===== src/rtl/coco_kbd_pkg.sv =====
// Shared matrix geometry, key position type and the PS/2 set-2 to CoCo matrix decode table.
package coco_kbd_pkg;

    localparam int KROWS = 7;
    localparam int KCOLS = 8;

    typedef struct packed {
        logic       valid;
        logic [2:0] row;
        logic [2:0] col;
    } kbd_pos_t;

    // Both physical shift keys land on r6c7; positions are packed {row, col}.
    localparam logic [5:0] SHIFT_POS = 6'o67;
    localparam logic [7:0] SC_LSHIFT = 8'h12;
    localparam logic [7:0] SC_RSHIFT = 8'h59;

    function automatic kbd_pos_t at(input int row, input int col);
        kbd_pos_t p;
        p.valid = 1'b1;
        p.row   = 3'(row);
        p.col   = 3'(col);
        return p;
    endfunction

    function automatic kbd_pos_t ps2_to_coco(input logic ext, input logic [7:0] code);
        kbd_pos_t p;
        p = '0;
        if (ext) begin
            case (code)
                8'h75:   p = at(3, 3);
                8'h72:   p = at(3, 4);
                8'h6B:   p = at(3, 5);
                8'h74:   p = at(3, 6);
                8'h6C:   p = at(6, 1);
                default: p = '0;
            endcase
        end else begin
            case (code)
                8'h54:   p = at(0, 0);
                8'h1C:   p = at(0, 1);
                8'h32:   p = at(0, 2);
                8'h21:   p = at(0, 3);
                8'h23:   p = at(0, 4);
                8'h24:   p = at(0, 5);
                8'h2B:   p = at(0, 6);
                8'h34:   p = at(0, 7);
                8'h33:   p = at(1, 0);
                8'h43:   p = at(1, 1);
                8'h3B:   p = at(1, 2);
                8'h42:   p = at(1, 3);
                8'h4B:   p = at(1, 4);
                8'h3A:   p = at(1, 5);
                8'h31:   p = at(1, 6);
                8'h44:   p = at(1, 7);
                8'h4D:   p = at(2, 0);
                8'h15:   p = at(2, 1);
                8'h2D:   p = at(2, 2);
                8'h1B:   p = at(2, 3);
                8'h2C:   p = at(2, 4);
                8'h3C:   p = at(2, 5);
                8'h2A:   p = at(2, 6);
                8'h1D:   p = at(2, 7);
                8'h22:   p = at(3, 0);
                8'h35:   p = at(3, 1);
                8'h1A:   p = at(3, 2);
                8'h66:   p = at(3, 5);
                8'h29:   p = at(3, 7);
                8'h45:   p = at(4, 0);
                8'h16:   p = at(4, 1);
                8'h1E:   p = at(4, 2);
                8'h26:   p = at(4, 3);
                8'h25:   p = at(4, 4);
                8'h2E:   p = at(4, 5);
                8'h36:   p = at(4, 6);
                8'h3D:   p = at(4, 7);
                8'h3E:   p = at(5, 0);
                8'h46:   p = at(5, 1);
                8'h52:   p = at(5, 2);
                8'h4C:   p = at(5, 3);
                8'h41:   p = at(5, 4);
                8'h4E:   p = at(5, 5);
                8'h49:   p = at(5, 6);
                8'h4A:   p = at(5, 7);
                8'h5A:   p = at(6, 0);
                8'h76:   p = at(6, 2);
                8'h12:   p = at(6, 7);
                8'h59:   p = at(6, 7);
                default: p = '0;
            endcase
        end
        return p;
    endfunction

endpackage


===== src/rtl/coco_keymatrix.sv =====
// PS/2 event stream to CoCo keyboard matrix, with a minimum-hold timer so short
// make/break pairs stay visible to a polling CPU, and a registered column-strobe read port.
module coco_keymatrix
    import coco_kbd_pkg::*;
#(
    parameter int HOLD_MIN = 50000
) (
    input  logic        clk,
    input  logic        reset,
    input  logic [10:0] ps2_key,
    input  logic [7:0]  col_n,
    output logic [6:0]  row_n,
    output logic        any_key,
    output logic        break_key
);

    localparam int CW = (HOLD_MIN > 0) ? $clog2(HOLD_MIN + 1) : 1;
    localparam logic [CW-1:0] HOLD_LOAD = CW'(HOLD_MIN);
    localparam logic [CW-1:0] HOLD_ONE  = CW'(1);

    logic                        toggle_q;
    logic                        armed;
    logic                        event_v;
    logic                        is_make;
    kbd_pos_t                    pos;
    logic [5:0]                  key;

    logic [KROWS-1:0][KCOLS-1:0] m, m_next;
    logic [5:0]                  pend_bit, pend_bit_next;
    logic                        pend_v, pend_v_next;
    logic [5:0]                  hold_bit, hold_bit_next;
    logic [CW-1:0]               hold_cnt, hold_cnt_next;
    logic                        lsh, lsh_next;
    logic                        rsh, rsh_next;
    logic [KROWS-1:0]            row_hit;

    // The first clock after reset only primes the toggle copy, so a high toggle bit is not an event.
    assign event_v = armed && (ps2_key[10] != toggle_q);
    assign is_make = ps2_key[9];
    assign pos     = ps2_to_coco(ps2_key[8], ps2_key[7:0]);
    assign key     = {pos.row, pos.col};

    always_ff @(posedge clk or posedge reset) begin
        if (reset) begin
            toggle_q <= 1'b0;
            armed    <= 1'b0;
        end else begin
            toggle_q <= ps2_key[10];
            armed    <= 1'b1;
        end
    end

    // Timer expiry is applied before the incoming event so the event sees the post-expiry state.
    always_comb begin
        m_next        = m;
        pend_bit_next = pend_bit;
        pend_v_next   = pend_v;
        hold_bit_next = hold_bit;
        hold_cnt_next = hold_cnt;
        lsh_next      = lsh;
        rsh_next      = rsh;

        if (hold_cnt != '0) begin
            hold_cnt_next = hold_cnt - HOLD_ONE;
        end
        if (pend_v && (hold_cnt == HOLD_ONE)) begin
            pend_v_next = 1'b0;
            if (!((pend_bit == SHIFT_POS) && (lsh || rsh))) begin
                m_next[pend_bit[5:3]][pend_bit[2:0]] = 1'b0;
            end
        end

        if (event_v && pos.valid) begin
            if (is_make) begin
                if (pend_v_next && (pend_bit == key)) begin
                    pend_v_next = 1'b0;
                end else if (pend_v_next) begin
                    pend_v_next = 1'b0;
                    if (!((pend_bit == SHIFT_POS) && (lsh || rsh))) begin
                        m_next[pend_bit[5:3]][pend_bit[2:0]] = 1'b0;
                    end
                end
                m_next[pos.row][pos.col] = 1'b1;
                if (ps2_key[7:0] == SC_LSHIFT) lsh_next = 1'b1;
                if (ps2_key[7:0] == SC_RSHIFT) rsh_next = 1'b1;
                hold_cnt_next = HOLD_LOAD;
                hold_bit_next = key;
            end else begin
                if (ps2_key[7:0] == SC_LSHIFT) lsh_next = 1'b0;
                if (ps2_key[7:0] == SC_RSHIFT) rsh_next = 1'b0;
                if ((key == hold_bit) && (hold_cnt_next != '0)) begin
                    pend_bit_next = key;
                    pend_v_next   = 1'b1;
                end else if (!((key == SHIFT_POS) && (lsh_next || rsh_next))) begin
                    m_next[pos.row][pos.col] = 1'b0;
                end
            end
        end
    end

    always_ff @(posedge clk or posedge reset) begin
        if (reset) begin
            m        <= '0;
            pend_bit <= '0;
            pend_v   <= 1'b0;
            hold_bit <= '0;
            hold_cnt <= '0;
            lsh      <= 1'b0;
            rsh      <= 1'b0;
        end else begin
            m        <= m_next;
            pend_bit <= pend_bit_next;
            pend_v   <= pend_v_next;
            hold_bit <= hold_bit_next;
            hold_cnt <= hold_cnt_next;
            lsh      <= lsh_next;
            rsh      <= rsh_next;
        end
    end

    always_comb begin
        row_hit = '0;
        for (int r = 0; r < KROWS; r++) begin
            row_hit[r] = |(~col_n & m[r]);
        end
    end

    always_ff @(posedge clk or posedge reset) begin
        if (reset) begin
            row_n     <= 7'h7F;
            any_key   <= 1'b0;
            break_key <= 1'b0;
        end else begin
            row_n     <= ~row_hit;
            any_key   <= |m;
            break_key <= m[6][2];
        end
    end

endmodule

===== config.mk =====
export PLATFORM = sky130hd
export DESIGN_NAME = coco_keymatrix
export DESIGN_NICKNAME = d
export VERILOG_FILES = /design/src/rtl/coco_kbd_pkg.sv /design/src/rtl/coco_keymatrix.sv
export SDC_FILE = /design/constraint.sdc
export NUM_CORES = 1
export LEC_CHECK = 0
export BUFFER_PORTS_ARGS = -buffer_cell sky130_fd_sc_hd__clkbuf_2
export CORE_MARGIN = 8
export CORE_UTILIZATION = 30
export DETAILED_ROUTE_END_ITERATION = 10
export PLACE_DENSITY = 0.49
export SYNTH_ARGS = -nofsm -noshare
export SYNTH_HDL_FRONTEND = slang
export SYNTH_SLANG_ARGS = --single-unit

===== constraint.sdc =====
create_clock -name clk -period 9 [get_ports clk]
set_input_delay 0.9 -clock clk [delete_from_list [all_inputs] [get_ports clk]]
set_output_delay 0.9 -clock clk [all_outputs]
set_load 0.02 [all_outputs]

Yosys cells after proc, flatten, opt, wreduce, memory -nomap -nowiden
Memories as Yosys holds them, arrays and structs flattened.
Index checks and enable logic that the tools add are counted.
- memories: 1
- logic and storage cells: 125
- output and inout port bits: 9
- bits in read-only memories: 896
- bits in registers: 98
- input port bits: 21
- memories (name ; words ; width ; rd ports ; clocked after memory_dff ; wr ports ; line ; source):
    (no name shown) ; 128 ; 7 ; 1 ; 0 ; 0 ; coco_kbd_pkg.sv:39 ; case (code)
- $add $sub $neg: 1
- bitwise logic cells: 16
- multiplexer cells: 39
- eq/ne operators: 15
- $lt $le $gt $ge: 8
- reductions and logical operators: 27
- operators with widths (kind ; number):
    56-bit 2-to-1 mux ; 11
    56-bit AND ; 3
    56-bit NOT ; 2
    8-bit AND ; 7
    56-bit bitwise OR ; 1
    56-bit OR reduction ; 1
    8-bit OR reduction ; 7
    8-bit demux with 3-bit select ; 2
    8-bit by 7-bit == test with 1-bit output, second input constant ; 6
    16-bit 2-to-1 mux ; 3
    7-bit case mux with 5 select lines ; 1
    16-bit nonzero test ; 2
    16-bit by 1-bit == test with 1-bit output, second input constant ; 1
    3-bit by 4-bit less-than comparator with 1-bit output, second input constant ; 4
    1-bit 2-to-1 mux ; 16
    8-bit 2-to-1 mux ; 2
    16-bit by 1-bit subtractor with 16-bit output, second input constant ; 1
    7-bit 2-to-1 mux ; 2
    6-bit == test ; 2
    6-bit == test, second input constant ; 2
    3-bit by 1-bit >= comparator with 1-bit output, second input constant ; 4
    1-bit logical AND ; 11
    8-bit by 5-bit == test with 1-bit output, second input constant ; 1
    8-bit NOT ; 1
    other kinds (8) ; 13

Longest topological paths before layout
- depth in word-level cells: 19
- mapped depth: 15

Least setup slack after synthesis
No wires, ideal clock.
- path kind: in2reg
- from: input port ps2_key[0]
- to: register pend_bit[1]
- arrival time: 3591 ps
- buffers on the path: 3
- setup slack: 5282 ps
- library setup time: 128 ps
- cell stages on the path: 13
- path through: inv_1 ha_1 clkbuf_1 buf_2 a311oi_1 nor4_1 o31a_1 buf_6 xnor2_2 nand3b_1 nor3_4 nand2_4 mux2_1
- cells in the longest elaborated chain, start to end: 6
- elaborated cells on any way between the ends: 13
- classes of those cells: eq/ne: 6; mux: 3; reduce/logical: 3; memory: 1
- RTL lines (what ; line ; source):
    start, declared ; coco_keymatrix.sv:10 ; input logic [10:0] ps2_key,
    memory 128 x 7 bit / 8-bit by 7-bit == test with 1-bit output (equally long branches) ; - ;
    7-bit 2-to-1 mux / 7-bit case mux with 5 select lines (equally long branches) ; coco_kbd_pkg.sv:39, coco_kbd_pkg.sv:30 ;
    7-bit 2-to-1 mux * ; coco_kbd_pkg.sv:29 ; if (ext) begin
    6-bit == test ; coco_keymatrix.sv:91 ; if ((key == hold_bit) && (hold_cnt_next != '0)) begin
    1-bit logical AND ; coco_keymatrix.sv:91 ;
    3-bit AND reduction (no line) ; - ;
    end signal, assigned ; coco_keymatrix.sv:112 ; pend_bit <= pend_bit_next;
    end, declared ; coco_keymatrix.sv:29 ; logic [5:0] pend_bit, pend_bit_next;
Mark *: on every way between the ends. The rest lies on a longest branch, timed or not.
A chain may end at the register's enable or synchronous reset.

==> flow_summary.toml <==
[run_status]
run_status = "completed"

[yosys]
synth_cells = 994
async_flop_share = 1.00
ffs_latches_synth = 98
post_synth_instance_area_sq_mm = 0.00788
sequential_share_of_the_synthesized_area = 0.312
synth.net_count = 1024
ys_types = 91
synth.yosys.warnings = 0
synth_area_per_cell_sq_um = 7.93
post_synth_main_area_contributors = "dfrtp_1, o21ai_0, nor4_1"
synth.largest_area_cell = "dfrtp_1"
synth_flop_cell = "dfrtp_1"
synth-edff-count = 0
synth_top_cell_area_share = 0.289

[critical_path]
crit_path_max_delay_cell_type = "nor3_1"
top_cell_by_count_worst_path = "buf_4"
crit_path_cell_trace = "clkbuf_2, inv_1, ha_1, nand3b_1, a21o_1, a221oi_2, o221ai_4, buf_4, or2_2, buf_4, nor3_1, nand4_1, o211ai_1"
critical_path_peak_fanout = 37
worst-endpoint-arrival_ns = 4.93
critPathKind = "input port to flop"
worst_setup_path_end_kind = "flop"
worst_setup_path_start_kind = "input port"
critPathRequiredTime_ns = 9.26
cpPeakStageDelay_ns = 0.78

[cts]
cts_max_path_bufs = 2
postCtsResizedCells = 0
cts.htree.levels = 3
clk-insertion-delay-late_ns = 0.35
clk_transition_reported_paths_ns = 0.06
cts_made_buffers = 9
post_cts_hold_buffer_count = 0
tritoncts = "yes"
cts.repair_timing.setup_buffer_count = 0
cts-root-buf = "clkbuf_16"
cts_num_sinks = 98

[global_route]
wire_length_of_the_first_global_routing_pass_microns = 45000
grt_max_degree = 86
gr-usage-all-layers = 0.181
via_count_of_the_first_global_routing_pass = 7435
global_route.overflow_total = 0
antenna_found_initial = 0

[finish]
layout-drive-gt1-share = 0.103
synthToLayoutAreaGrowth_pct = 6.14
final-instance-count-excl-fill = 1299
fillerInstances = 2755
final_core_utilization = 0.323
num_antenna_cells = 0
multi_input_area_sq_mm = 0.00474
fin_nets = 989
finish.instance_area_sq_mm = 0.00837
seqCellArea_sq_mm = 0.00246

[die]
design.die.area_sq_mm = 0.0317
core.rowCount = 59
die_height_microns = 178
io-pin-count = 30
fp.dieW_microns = 178
core_area_sq_mm = 0.0259
initial_utilization = 0.304

[sta]
worst_clock_skew_ns = 0.00941
period_share = 0.518
rsz0062_at_grt = "no"
timing_hold_violations_final = 0
final_max_slew_viol_count = 0
worst_slew_margin_rel = 0.356
hold_slack_ns = 0.455
finalSetupViolations = 0
timing_worst_slew_pin_value_ns = 0.960
achievable-frequency_mhz = 214
min_period_ns = 4.66
setup_ws_ns = 4.34
tns_ns = 0

[drt]
vias = 7979
route.detailed.wl_per_inst_microns = 22.3
detailedRoute.firstPassIterationCount = 5
vias_per_cell = 6.14
drcViolationCount = 0
dr.first_iter.drc_count = 1040
ant_nets = 0
postRouteWirelength_microns = 29000

[run]
cap_viol_max_count = 0

[power_and_ir_drop]
leakage_nw = 3.03
finalPower_mw = 1.44
vdd_ir_drop_max_uv = 85.2
power_density_mw_per_mm2 = 172

[placed_design]
hpwl_microns = 20000
placed_cells = 1283
placement.io_buffers = 29
placed_cell_area_sq_mm = 0.00809
place_congestion = 0.887
placement.setup.worst_slack_ns = 4.14

[hold_path]
timing.hold.worst.class = "flop to flop"
==> per-layer routing <==
layer	routed length [microns]	track usage	vias up	share of wire
met1	13200	0.254	3915	0.46
met3	1960	0.0275	43	0.068
li1	-	-	3672	-
met4	611	0.0538	0	0.021
met5	0	0	-	0
met2	13200	0.281	349	0.46
==> worst max-delay path: cells and delay by family <==
kind,cells,cell delay (ns)
AND/OR/NAND/NOR,4,1.62
buffers and inverters,4,0.91
AO/OA/AOI/OAI,4,0.83
adder cells (fa/ha/maj),1,0.63
==> cells in the mapped netlist (all sizes together), types with 13 or more instances <==
cell,number
o21ai,92
dfrtp,91
inv,74
nand2,73
nor2,63
nor4,52
a21oi,50
clkbuf,47
nor3,43
o211ai,39
buf,34
o22ai,34
o311ai,32
nand3,29
o31ai,18
or3,16
nand2b,15
nand4,13
==> sequential cells by signal, summed over array words and instances (netlist names), 6 cells and up <==
name and flops:
row_n 7, hold_cnt 16, hold_bit 6, m 56, pend_bit 6
==> cell type report <==
class,count,share of cell area
multi-input combinational,741,0.567
tap,335,0.0501
sequential,98,0.294
clock inverter,2,0.00150
clock buffer,14,0.0315
timing repair buffer,35,0.0227
inverter,74,0.0335
==> cell families after synthesis <==
family / after synthesis / synth area share
and+or+nand+nor: 361 / 0.248
AOI/OAI and AO/OA: 332 / 0.288
buffers and inverters: 155 / 0.0874
DFF: 98 / 0.312
muxes: 20 / 0.0286
xor gates and xnor gates: 18 / 0.0210
adders and majority gates: 9 / 0.0143
other: 1 / 0.000476
==> path summary, 6_finish.rpt <==
| check | startpoint | to | slack [ns] | cells past startpoint |
|---|---|---|---|---|
| setup / recovery | ps2_key[0] | m[41]$_DFF_PP0_ | 4.34 | 13 |
| hold / removal | m[50]$_DFF_PP0_ | break_key$_DFF_PP0_ | 0.46 | 0 |
| setup reg to reg | hold_cnt[8]$_DFF_PP0_ | m[3]$_DFF_PP0_ | 5.07 | 10 |
| hold reg to reg | m[50]$_DFF_PP0_ | break_key$_DFF_PP0_ | 0.46 | 0 |
| max in group asynchronous | reset | m[6]$_DFF_PP0_ | 7.24 | 3 |
| min in group asynchronous | reset | hold_cnt[12]$_DFF_PP0_ | 0.59 | 2 |
==> report_power, final <==
part           total (mW)  switching [mW]  leakage [nW]  internal, mW
combinational       0.444           0.284          1.76         0.160
sequential          0.617           0.106          1.14         0.510
clock               0.378           0.175         0.133         0.203
total                1.44           0.565          3.03         0.874
==> cells in the final DEF (no fill, tap or decap), types with 14 or more instances in the layout <==
cell type / count
clkbuf_2: 29
o31ai_1: 14
o22ai_1: 33
nor3_1: 38
nand3_1: 29
o21ai_1: 14
inv_1: 72
o311ai_0: 27
o21ai_0: 78
o211ai_1: 39
a21oi_1: 49
nor4_1: 48
nand2_1: 72
or3_1: 16
nand2b_1: 15
nor2_1: 61
dfrtp_1: 91
Note: power is estimated with default switching activity, not from simulation.
